===== src/rtl/uart_flash_cmd_if.sv =====
// uart_flash_cmd_if: receiver, flash and output-stream signals of uart_flash_cmd
interface uart_flash_cmd_if;
  logic [7:0] rx_data;
  logic rx_valid;
  logic rx_read;
  logic fl_read;
  logic [23:0] fl_addr;
  logic fl_ready;
  logic [7:0] fl_data;
  logic [7:0] out_data;
  logic out_valid;
  logic out_ready;
  logic busy;
  logic err;
  modport master (
    input rx_data, rx_valid, fl_ready, fl_data, out_ready,
    output rx_read, fl_read, fl_addr, out_data, out_valid, busy, err
  );
  modport slave (
    output rx_data, rx_valid, fl_ready, fl_data, out_ready,
    input rx_read, fl_read, fl_addr, out_data, out_valid, busy, err
  );
endinterface


===== src/rtl/uart_flash_cmd.sv =====
// uart_flash_cmd: parses "R<6 hex addr><2 hex len><CR>" and streams flash bytes; UART_FLASH_CMD_ABORT_EN enables rx abort mid-stream
module uart_flash_cmd #(
  parameter logic [7:0] CMD_CHAR = 8'h52,
  parameter logic [7:0] TERM_CHAR = 8'h0D
) (
  input logic clk,
  input logic rst,
  uart_flash_cmd_if.master bus
);
  typedef enum logic [2:0] {IDLE, ADDR, LEN, TERM, ISSUE, WAIT, OUT} state_t;
  state_t state;
  logic [23:0] addr;
  logic [8:0] rem;
  logic [2:0] cnt;
  logic take, stream, grab, stop;
  logic [4:0] hx;
  // bit 4 flags a valid hex digit, bits 3:0 carry its value
  function automatic logic [4:0] hex(input logic [7:0] c);
    return (c >= "0" && c <= "9") ? {1'b1, c[3:0]} :
           ((c >= "A" && c <= "F") || (c >= "a" && c <= "f")) ? {1'b1, c[3:0] + 4'd9} : 5'd0;
  endfunction
  assign take = bus.rx_valid && !bus.rx_read;
  assign stream = state inside {ISSUE, WAIT, OUT};
  assign hx = hex(bus.rx_data);
  assign bus.fl_addr = addr;
  assign bus.busy = state != IDLE;
`ifdef UART_FLASH_CMD_ABORT_EN
  logic abort;
  assign grab = take;
  assign stop = abort || take;
  // abort request latched for the rest of the stream, dropped once idle
  always_ff @(posedge clk) begin
    if (rst) abort <= 1'b0;
    else abort <= (abort || take) && stream;
  end
`else
  assign grab = take && !stream;
  assign stop = 1'b0;
`endif
  // command parser and flash streaming FSM
  always_ff @(posedge clk) begin
    if (rst) begin
      state <= IDLE;
      addr <= '0;
      rem <= '0;
      cnt <= '0;
      bus.rx_read <= 1'b0;
      bus.fl_read <= 1'b0;
      bus.out_data <= '0;
      bus.out_valid <= 1'b0;
      bus.err <= 1'b0;
    end else begin
      bus.rx_read <= grab;
      bus.fl_read <= 1'b0;
      bus.err <= 1'b0;
      case (state)
        IDLE: if (take && bus.rx_data == CMD_CHAR) begin
          state <= ADDR;
          cnt <= '0;
        end
        ADDR: if (take) begin
          addr <= {addr[19:0], hx[3:0]};
          cnt <= (cnt == 3'd5) ? 3'd0 : cnt + 3'd1;
          state <= !hx[4] ? IDLE : (cnt == 3'd5) ? LEN : ADDR;
          bus.err <= !hx[4];
        end
        LEN: if (take) begin
          rem <= (cnt[0] && {rem[3:0], hx[3:0]} == 8'd0) ? 9'd256 : {1'b0, rem[3:0], hx[3:0]};
          cnt <= cnt + 3'd1;
          state <= !hx[4] ? IDLE : cnt[0] ? TERM : LEN;
          bus.err <= !hx[4];
        end
        TERM: if (take) begin
          state <= (bus.rx_data == TERM_CHAR) ? ISSUE : IDLE;
          bus.err <= bus.rx_data != TERM_CHAR;
        end
        ISSUE: begin
          bus.fl_read <= 1'b1;
          state <= WAIT;
        end
        WAIT: if (bus.fl_ready) begin
          bus.out_data <= bus.fl_data;
          bus.out_valid <= 1'b1;
          state <= OUT;
        end
        OUT: if (bus.out_valid && bus.out_ready) begin
          bus.out_valid <= 1'b0;
          addr <= addr + 24'd1;
          rem <= rem - 9'd1;
          state <= (rem == 9'd1 || stop) ? IDLE : ISSUE;
        end
        default: state <= IDLE;
      endcase
    end
  end
endmodule


===== src/flat_wrapper.sv =====
// flat-port wrapper written by rule: the top's interface ports become plain ports
module uart_flash_cmd_flat 
#(
  parameter logic [7:0] CMD_CHAR = 8'h52,
  parameter logic [7:0] TERM_CHAR = 8'h0D
)
  (clk, rst, bus_rx_data, bus_rx_valid, bus_fl_ready, bus_fl_data, bus_out_ready, bus_rx_read, bus_fl_read, bus_fl_addr, bus_out_data, bus_out_valid, bus_busy, bus_err);
  uart_flash_cmd_if bus_i ();
  input logic clk;
  input logic rst;
  input wire logic [$bits(bus_i.rx_data)-1:0] bus_rx_data;
  input wire logic [$bits(bus_i.rx_valid)-1:0] bus_rx_valid;
  input wire logic [$bits(bus_i.fl_ready)-1:0] bus_fl_ready;
  input wire logic [$bits(bus_i.fl_data)-1:0] bus_fl_data;
  input wire logic [$bits(bus_i.out_ready)-1:0] bus_out_ready;
  output wire logic [$bits(bus_i.rx_read)-1:0] bus_rx_read;
  output wire logic [$bits(bus_i.fl_read)-1:0] bus_fl_read;
  output wire logic [$bits(bus_i.fl_addr)-1:0] bus_fl_addr;
  output wire logic [$bits(bus_i.out_data)-1:0] bus_out_data;
  output wire logic [$bits(bus_i.out_valid)-1:0] bus_out_valid;
  output wire logic [$bits(bus_i.busy)-1:0] bus_busy;
  output wire logic [$bits(bus_i.err)-1:0] bus_err;
  assign bus_i.rx_data = bus_rx_data;
  assign bus_i.rx_valid = bus_rx_valid;
  assign bus_i.fl_ready = bus_fl_ready;
  assign bus_i.fl_data = bus_fl_data;
  assign bus_i.out_ready = bus_out_ready;
  assign bus_rx_read = bus_i.rx_read;
  assign bus_fl_read = bus_i.fl_read;
  assign bus_fl_addr = bus_i.fl_addr;
  assign bus_out_data = bus_i.out_data;
  assign bus_out_valid = bus_i.out_valid;
  assign bus_busy = bus_i.busy;
  assign bus_err = bus_i.err;
  uart_flash_cmd #(.CMD_CHAR(CMD_CHAR), .TERM_CHAR(TERM_CHAR)) u_core (.clk(clk), .rst(rst), .bus(bus_i));
endmodule

===== config.mk =====
export PLATFORM = sky130hd
export DESIGN_NAME = uart_flash_cmd_flat
export DESIGN_NICKNAME = d
export VERILOG_FILES = /design/src/rtl/uart_flash_cmd_if.sv /design/src/rtl/uart_flash_cmd.sv /design/src/flat_wrapper.sv
export SDC_FILE = /design/constraint.sdc
export NUM_CORES = 1
export LEC_CHECK = 0
export BUFFER_PORTS_ARGS = -buffer_cell sky130_fd_sc_hd__buf_2
export CORE_MARGIN = 2
export CORE_UTILIZATION = 56
export DETAILED_ROUTE_END_ITERATION = 8
export HOLD_SLACK_MARGIN = 0.12
export PLACE_DENSITY = 0.8
export SYNTH_ARGS = -nofsm -noshare
export SYNTH_HDL_FRONTEND = slang
export SYNTH_SLANG_ARGS = --single-unit

===== constraint.sdc =====
create_clock -name clk -period 2.2 [get_ports clk]
set_input_delay 0.22 -clock clk [delete_from_list [all_inputs] [get_ports clk]]
set_output_delay 0.22 -clock clk [all_outputs]
set_load 0.05 [all_outputs]

# --- After elaboration in Yosys (flattened, before gate mapping) ---
# Cells that the tools add are included.
totals:
  input_bits: 21
  out_inout_bits: 37
  wordCells: 97
  register_bits: 51
op_classes:
  n_reduce_logical: 27
  muxes: 34
  magnitude_cmp: 6
  n_eq_ne: 17
  n_addsub: 4
op_table:
  columns: ["cell", "n"]
  rows:
  - ["$mux W24", 2]
  - ["$pmux W24 S2", 1]
  - ["$mux W3", 14]
  - ["$mux W9", 3]
  - ["$add A24 B1 Y24 const B", 1]
  - ["$pmux W3 S7", 1]
  - ["$pmux W9 S2", 1]
  - ["$ge A8 B7 Y1 const B", 2]
  - ["$le A8 B7 Y1 const B", 2]
  - ["$eq A3 B3 Y1 const B", 4]
  - ["$mux W5", 2]
  - ["$eq A9 B1 Y1 const B", 1]
  - ["$pmux W3 S3", 1]
  - ["$reduce_and A3 Y1", 3]
  - ["$reduce_bool A3 Y1", 3]
  - ["$sub A9 B1 Y9 const B", 1]
  - ["$eq A8 B4 Y1 const B", 1]
  - ["$eq A8 B7 Y1 const B", 1]
  - ["$ge A8 B6 Y1 const B", 1]
  - ["$le A8 B6 Y1 const B", 1]
  - ["$logic_and A1 B1 Y1", 8]
  - ["$logic_not A8 Y1", 1]
  - ["$ne A2 B1 Y1 const B", 4]
  - ["$ne A8 B4 Y1 const B", 1]
  - ["other kinds (16)", 28]

# --- Longest topological paths before layout ---
# Gate-level depths: netlist of run 1.
depth:
  word_depth: 10
  mapped_depth: 8
  mapped_depth_nobuf: 7

# --- Least setup slack after synthesis of run 1 ---
# Ideal clock, no wire load.
synth_timing:
  path_kind: "register -> register"
  from: "reg u_core.addr[2], in the netlist u_core.bus.fl_addr[2]"
  to: "reg u_core.addr[23], in the netlist u_core.bus.fl_addr[23]"
  path_stages_with_launch: 8
  period_less_slack_ps: 2007
  setup_time_ps: 119
  slack_ps: 193
  t_arrival_ps: 1887
  required_time_ps: 2081
  n_path_buf: 2
  cell_sequence: "dfxtp_1 > clkbuf_1 > and3_1 > clkbuf_1 > nand2_1 > nor3_1 > mux2i_1 > o21ai_1"
synth_between:
  elab_chain_cells: 3
synth_lines:
  columns: ["item", "line", "source"]
  rows:
  - ["from (decl)", "uart_flash_cmd.sv:12", "logic [23:0] addr;"]
  - ["from (signal assigned)", "uart_flash_cmd.sv:62", "addr <= {addr[19:0], hx[3:0]};"]
  - ["from (signal assigned)", "uart_flash_cmd.sv:88", "addr <= addr + 24'd1;"]
  - ["$add A24 B1 Y24", "uart_flash_cmd.sv:88", null]
  - ["$mux W24", "uart_flash_cmd.sv:86", "OUT: if (bus.out_valid && bus.out_ready) begin"]
  - ["$pmux W24 S2", "uart_flash_cmd.sv:56", "case (state)"]
# Every way passes these cells. The select of a mux whose other input is x is not followed.
# A chain may end at the register's enable or synchronous reset.

# --- Worst setup path after layout of run 1 ---
layout_timing:
  from: "reg u_core.state[2]"
  to: "reg u_core.addr[1], in the netlist u_core.bus.fl_addr[1]"
layout_between:
  elab_chain_cells: 3
  elab_cells_between_ends: 7
  classes_between: "4 x eq/ne; 1 x mux; 2 x reduce/logical"
layout_lines:
  columns: ["item", "line", "source"]
  rows:
  - ["from (decl)", "uart_flash_cmd.sv:11", "state_t state;"]
  - ["from (signal assigned)", "uart_flash_cmd.sv:64", "state <= !hx[4] ? IDLE : (cnt == 3'd5) ? LEN : ADDR;"]
  - ["from (signal assigned)", "uart_flash_cmd.sv:70", "state <= !hx[4] ? IDLE : cnt[0] ? TERM : LEN;"]
  - ["from (signal assigned)", "uart_flash_cmd.sv:74", "state <= (bus.rx_data == TERM_CHAR) ? ISSUE : IDLE;"]
  - ["$eq A3 B3 Y1 or $eq A3 B1 Y1 (tied branches)", "uart_flash_cmd.sv:56", null]
  - ["$ne A2 B2 Y1 (no line) (tied with other cells)", null, null]
  - ["$reduce_and A3 Y1 (no line)", null, null]
# Parallel ways exist; a longest one is shown, timed or not.

==> qor.txt, run 1 <==
Final setup margin = 0.2247 ns
Area grow syn2layout = 13.77%
Synth Net Count = 462
Commonest non-fill, non-tap cell in the layout = buf_2
Cell Pwr Density = 460.8 nW/um2
Worst-Margin Slew = 0.4824 ns
Via count = 3583
Async set-reset flop share out of synthesis = 0
IO Count = 58
Reg2reg start = u_core.state[2]
DP Worst Slack = 0.05180 ns
Die area = 6538 um2
Hold path startpoint = bus_fl_data[2]
Iter 0 DRT Violations = 268
WL per Instance = 16.12 um
Status = completed
Final Hold Fails = 0
Final ANT Viol Nets = 0
Die W = 80.86 um
Worst Setup SP = u_core.state[2]
Post-CTS Resized = 0
Drt drc = 0
Antenna diodes = 0
Max-slew violations = 0
Crit. End Element = register
Sequential cell area fraction in the yosys report = 0.3086
Core Area = 5608 um2
Worst skew pair latency = 0.31 ns
Final Non-Filler Cells = 552
DP Cell Count = 544
Initial Util = 0.5899
FP Rows = 27
Clk pin slew, worst setup/hold paths = 0.10 ns
Max frequency = 0.5062 GHz
Fin crit share = 0.8979
R2R Path End = u_core.bus.fl_addr[1]
CTS tree = built
Vias in the first global route = 3164
Gr usage total = 0.2763
Req. time, crit path = 2.44 ns
RD Place Congestion = 0.8648
Setup bufs post-CTS = 0
Post-DP HPWL = 6234 um
Most frequent cells in the layout = buf_2 (57), nand2_1 (51), dfxtp_1 (51)
Max Cap Viol = 0
Fill cell count = 495
DR pass1 iterations = 5
Ys Warns = 0
I/O Buffers = 57
Rel. slew slack = 0.6754
RSZ-0062 raised after global routing = false
Leakage = 1.438 nW
Peak supply drop = 0.0002403 V
Area of the multi-input gates = 2083 um2
Die height = 80.86 um
Crit path to = u_core.bus.fl_addr[1]
Grt total ovfl = 0
Worst R2R Path Depth = 6
Clock skew = 0.01212 ns
#FFs+latches synth = 51
Smallest hold slack = 0.1377 ns
Root buf cell = clkbuf_8
Hold Path Class = input pin to register
Seq. cell area = 1021 um2
Largest net degree at the start of global routing = 36
Max FO, Critical Path = 35
Setup CP Type = register to register
CTS H-tree lvls = 2
Routed WL = 8896 um
CTS sink count = 51
Global-route wire length before repair = 14610 um
Ys flop type = dfxtp_1
Gate count after technology mapping = 432
Mapped Area = 3308 um2
Reg2reg setup slack = 0.22 ns
Avg Inst Size Synth = 7.658 um2
Post-CTS Hold Buffers = 0
Initial antenna violation count = 0
Via/cell ratio = 6.491
Total negative slack = 0 ns
NumNets Final = 509
Final setup viols = 0
Share of cells above drive strength 1 = 0.1917
CTS Buf Count = 5
Tmin final = 1.975 ns
Library cells used by synthesis = 68
Crit path arrival time = 2.21 ns
Post-synth EDFFs = 0
Pwr Total = 1.734 mW
Longest Clk Path Bufs = 2
CP startpoint kind = register
==> metrics by stage <==
| step | util | cell area (um2) |
|---|---|---|
| 4_1_cts | 0.6711 | 3764 |
| 5_1_grt | 0.6711 | 3764 |
| 6_report | 0.6711 | 3764 |
| 3_3_place_gp | 0.6495 | 3642 |
| 3_5_place_dp | 0.6495 | 3642 |
| 2_1_floorplan | - | 3308 |
==> synthesized netlist by cell type, drive strengths merged (4+ instances only) <==
cell type,instances,area share
a21oi,42,0.064
nand4,6,0.011
o31ai,8,0.018
inv,9,0.010
or3,4,0.0076
a21o,7,0.016
a31oi,4,0.0076
ha,9,0.034
nor3,13,0.020
o21ai,32,0.048
and3,14,0.026
nor3b,6,0.015
o22ai,12,0.023
nor2,29,0.034
dfxtp,51,0.31
or4,7,0.016
a311oi,7,0.024
nand3,14,0.021
a211oi,10,0.023
nor4,5,0.0095
nand2b,6,0.011
clkbuf,29,0.048
nand2,51,0.058
==> routing by layer <==
metal  vias to the layer above  routed length, um  GRT usage
li1                       1722                  -          -
met1                      1676               3994     0.3789
met2                       174               4091     0.4388
met3                        11                716    0.04778
met4                         0                 93    0.09322
met5                         -                  0          0
==> state kept, by name, indices dropped and copies added, names as in the netlist <==
name	flops
u_core.cnt	3
u_core.bus.rx_read	1
u_core.bus.out_valid	1
u_core.state	3
u_core.bus.err	1
u_core.rem	9
u_core.bus.fl_read	1
u_core.bus.out_data	8
u_core.bus.fl_addr	24
==> layout make-up <==
type / instances / share of cell area
clock inverter: 2 / 0.01031
sequential: 51 / 0.2713
multi-input combinational: 339 / 0.5535
clock buffer: 6 / 0.02194
timing repair buffer: 72 / 0.1090
inverter: 10 / 0.009973
tap: 72 / 0.02394
==> logic make-up after synthesis <==
group / Yosys count / synth area share
AOI/OAI and AO/OA: 151 / 0.3007
adders and majority gates: 9 / 0.03404
DFF: 51 / 0.3086
muxes: 2 / 0.006052
xor gates and xnor gates: 1 / 0.002648
buffers and inverters: 42 / 0.06354
and+or+nand+nor: 176 / 0.2844
==> how the worst min path moves through the flow <==
stage,depth (start not counted),to
floorplan,2,u_core.bus.out_data[0]
global placement,2,u_core.bus.out_data[4]
detailed placement,2,u_core.bus.out_data[5]
CTS,3,u_core.bus.out_data[2]
global route,3,u_core.bus.out_data[7]
finish,3,u_core.bus.out_data[2]
==> report_power, final <==
| part | total (mW) | internal, mW | switching [mW] |
|---|---|---|---|
| Sequential | 0.926 | 0.924 | 0.00195 |
| Clock | 0.709 | 0.375 | 0.335 |
| Combinational | 0.0992 | 0.0358 | 0.0633 |
| Total | 1.73 | 1.33 | 0.400 |
==> worst max-delay path, stage by stage, from the launching register on <==
cell	delay, ns
dfxtp_1	0.41
buf_4	0.27
and3b_2	0.24
buf_4	0.33
a221oi_1	0.12
or3_1	0.38
a21oi_1	0.15
(Power assumes the default switching activity.)
==> inputs of run 2 (changes only) <==
- CORE_UTILIZATION: 56 -> 58
- CTS_BUF_LIST: not set -> sky130_fd_sc_hd__clkbuf_8
- PLACE_DENSITY: 0.8 -> 0.82
==> run 2 against run 1 <==
  * Power shrank 1.4%
  * Global-route usage grew 0.29 points
  * Die area shrank 3.3%
  * Clock skew is essentially flat
  * Final area grew 0.47%
  * Via count shrank 0.22%
  * Hold slack lost 0.0074 ns
==> qor.txt, run 2 (synthesized netlist as in run 1, its figures left out) <==
FP Rows = 27
Worst path cell trace = inv_1 -> ha_1 -> nor4bb_1 -> nand2b_1 -> a2111o_1 -> o311a_1
Leakage = 1.450 nW
Placed inst area = 3665 um2
DP Cell Count = 547
CTS Buf Count = 5
Final setup viols = 0
Critical Path Max Stage Delay = 0.40 ns
Share of cells above drive strength 1 = 0.1967
Vias in the first global route = 3125
Final ANT Viol Nets = 0
Tmin final = 1.998 ns
Iter 0 DRT Violations = 331
Setup CP Type = register to register
RD Place Congestion = 0.8436
Reg2reg setup slack = 0.20 ns
Hold path startpoint = bus_fl_data[5]
CTS tree = built
Setup bufs post-CTS = 0
Fin crit share = 0.9083
Post-CTS Hold Buffers = 0
Clk pin slew, worst setup/hold paths = 0.11 ns
Status = completed
I/O Buffers = 57
WL per Instance = 15.85 um
Clock skew = 0.01258 ns
Die W = 79.53 um
Hold path endpoint = u_core.bus.out_data[5]
Core Area = 5507 um2
Worst skew pair latency = 0.31 ns
CP startpoint kind = register
Antenna diodes = 0
Worst R2R Path Depth = 6
DR pass1 iterations = 5
Largest register FFs = 24
Reg2reg start = u_core.rem[0]
CTS H-tree lvls = 2
Post-DP HPWL = 6141 um
Area of the multi-input gates = 2083 um2
Post-CTS Resized = 0
Worst-Margin Slew = 0.5681 ns
Req. time, crit path = 2.40 ns
Global-route wire length before repair = 14570 um
Grt total ovfl = 0
Via count = 3575
R2R Path End = u_core.rem[4]
Commonest non-fill, non-tap cell in the layout = buf_2
Final instance area = 3781 um2
Max FO, Critical Path = 7
Smallest hold slack = 0.1303 ns
Routed WL = 8799 um
Root buf cell = clkbuf_8
Gr usage total = 0.2792
Die area = 6324 um2
Initial Util = 0.6008
NumNets Final = 512
Crit. End Element = register
Fill cell count = 479
Drt drc = 0
Largest net degree at the start of global routing = 32
Max Cap Viol = 0
Rel. slew slack = 0.6178
DP Worst Slack = 0.06641 ns
Peak supply drop = 0.0003947 V
Total negative slack = 0 ns
Final setup margin = 0.2017 ns
Longest Clk Path Bufs = 2
Highest-delay cell along the critical path = a2111o_1
Cell Pwr Density = 452.4 nW/um2
CTS sink count = 51
Final Non-Filler Cells = 555
IO Count = 58
RSZ-0062 raised after global routing = false
Hold path cells = 3
Via/cell ratio = 6.441
Most frequent cells in the layout = buf_2 (57), nand2_1 (51), dfxtp_1 (51)
Seq. cell area = 1021 um2
Initial antenna violation count = 0
Final Hold Fails = 0
Max-slew violations = 0
Crit path arrival time = 2.20 ns
Hold Path Class = input pin to register
Die height = 79.53 um
Max frequency = 0.5004 GHz
Area grow syn2layout = 14.30%
[run 2: final cells by class]
type	instances	share of cell area
clock buffers	5	0.01820
clock inverters	3	0.01257
inverters	10	0.009927
multi-input cells	339	0.5510
flip-flops and latches	51	0.2700
well taps	72	0.02383
repair buffers	75	0.1145
[run 2: layer usage]
metal	up-vias	global-route usage	part of all wire
met3	16	0.04299	0.067
met5	-	0	0
met1	1682	0.3938	0.46
li1	1721	-	-
met2	156	0.4454	0.46
met4	0	0.07241	0.012
[run 2: metrics by stage]
step	power [mW]	util
2_1_floorplan	1.003	-
3_3_place_gp	1.042	0.6655
3_5_place_dp	1.045	0.6655
4_1_cts	1.717	0.6867
5_1_grt	1.762	0.6867
6_report	1.711	0.6867
[run 2: critical path: cells and delay by family (launching register included)]
family | cells | cell delay [ns]
compound gates | 2 | 0.75
simple gates | 2 | 0.46
flops | 1 | 0.39
fa+ha+maj | 1 | 0.21
buf+inv | 1 | 0.09
[run 2: how the worst max path moves through the flow]
| stage | start | to | slack, ns | cells after the start |
|---|---|---|---|---|
| floorplan | u_core.bus.fl_addr[2] | u_core.bus.fl_addr[23] | 0.19 | 7 |
| global placement | bus_rx_data[1] | u_core.rem[4] | 0.14 | 8 |
| detailed placement | bus_rx_data[1] | u_core.rem[4] | 0.07 | 8 |
| CTS | u_core.rem[0] | u_core.rem[5] | 0.24 | 6 |
| global route | u_core.rem[0] | u_core.rem[4] | 0.10 | 6 |
| finish | u_core.rem[0] | u_core.rem[4] | 0.20 | 6 |
[run 2: report_power, final]
| part | internal, mW | total (mW) | switching, mW |
|---|---|---|---|
| Clock | 0.345 | 0.685 | 0.340 |
| Sequential | 0.924 | 0.926 | 0.00198 |
| Combinational | 0.0356 | 0.0993 | 0.0637 |
| Total | 1.30 | 1.71 | 0.406 |
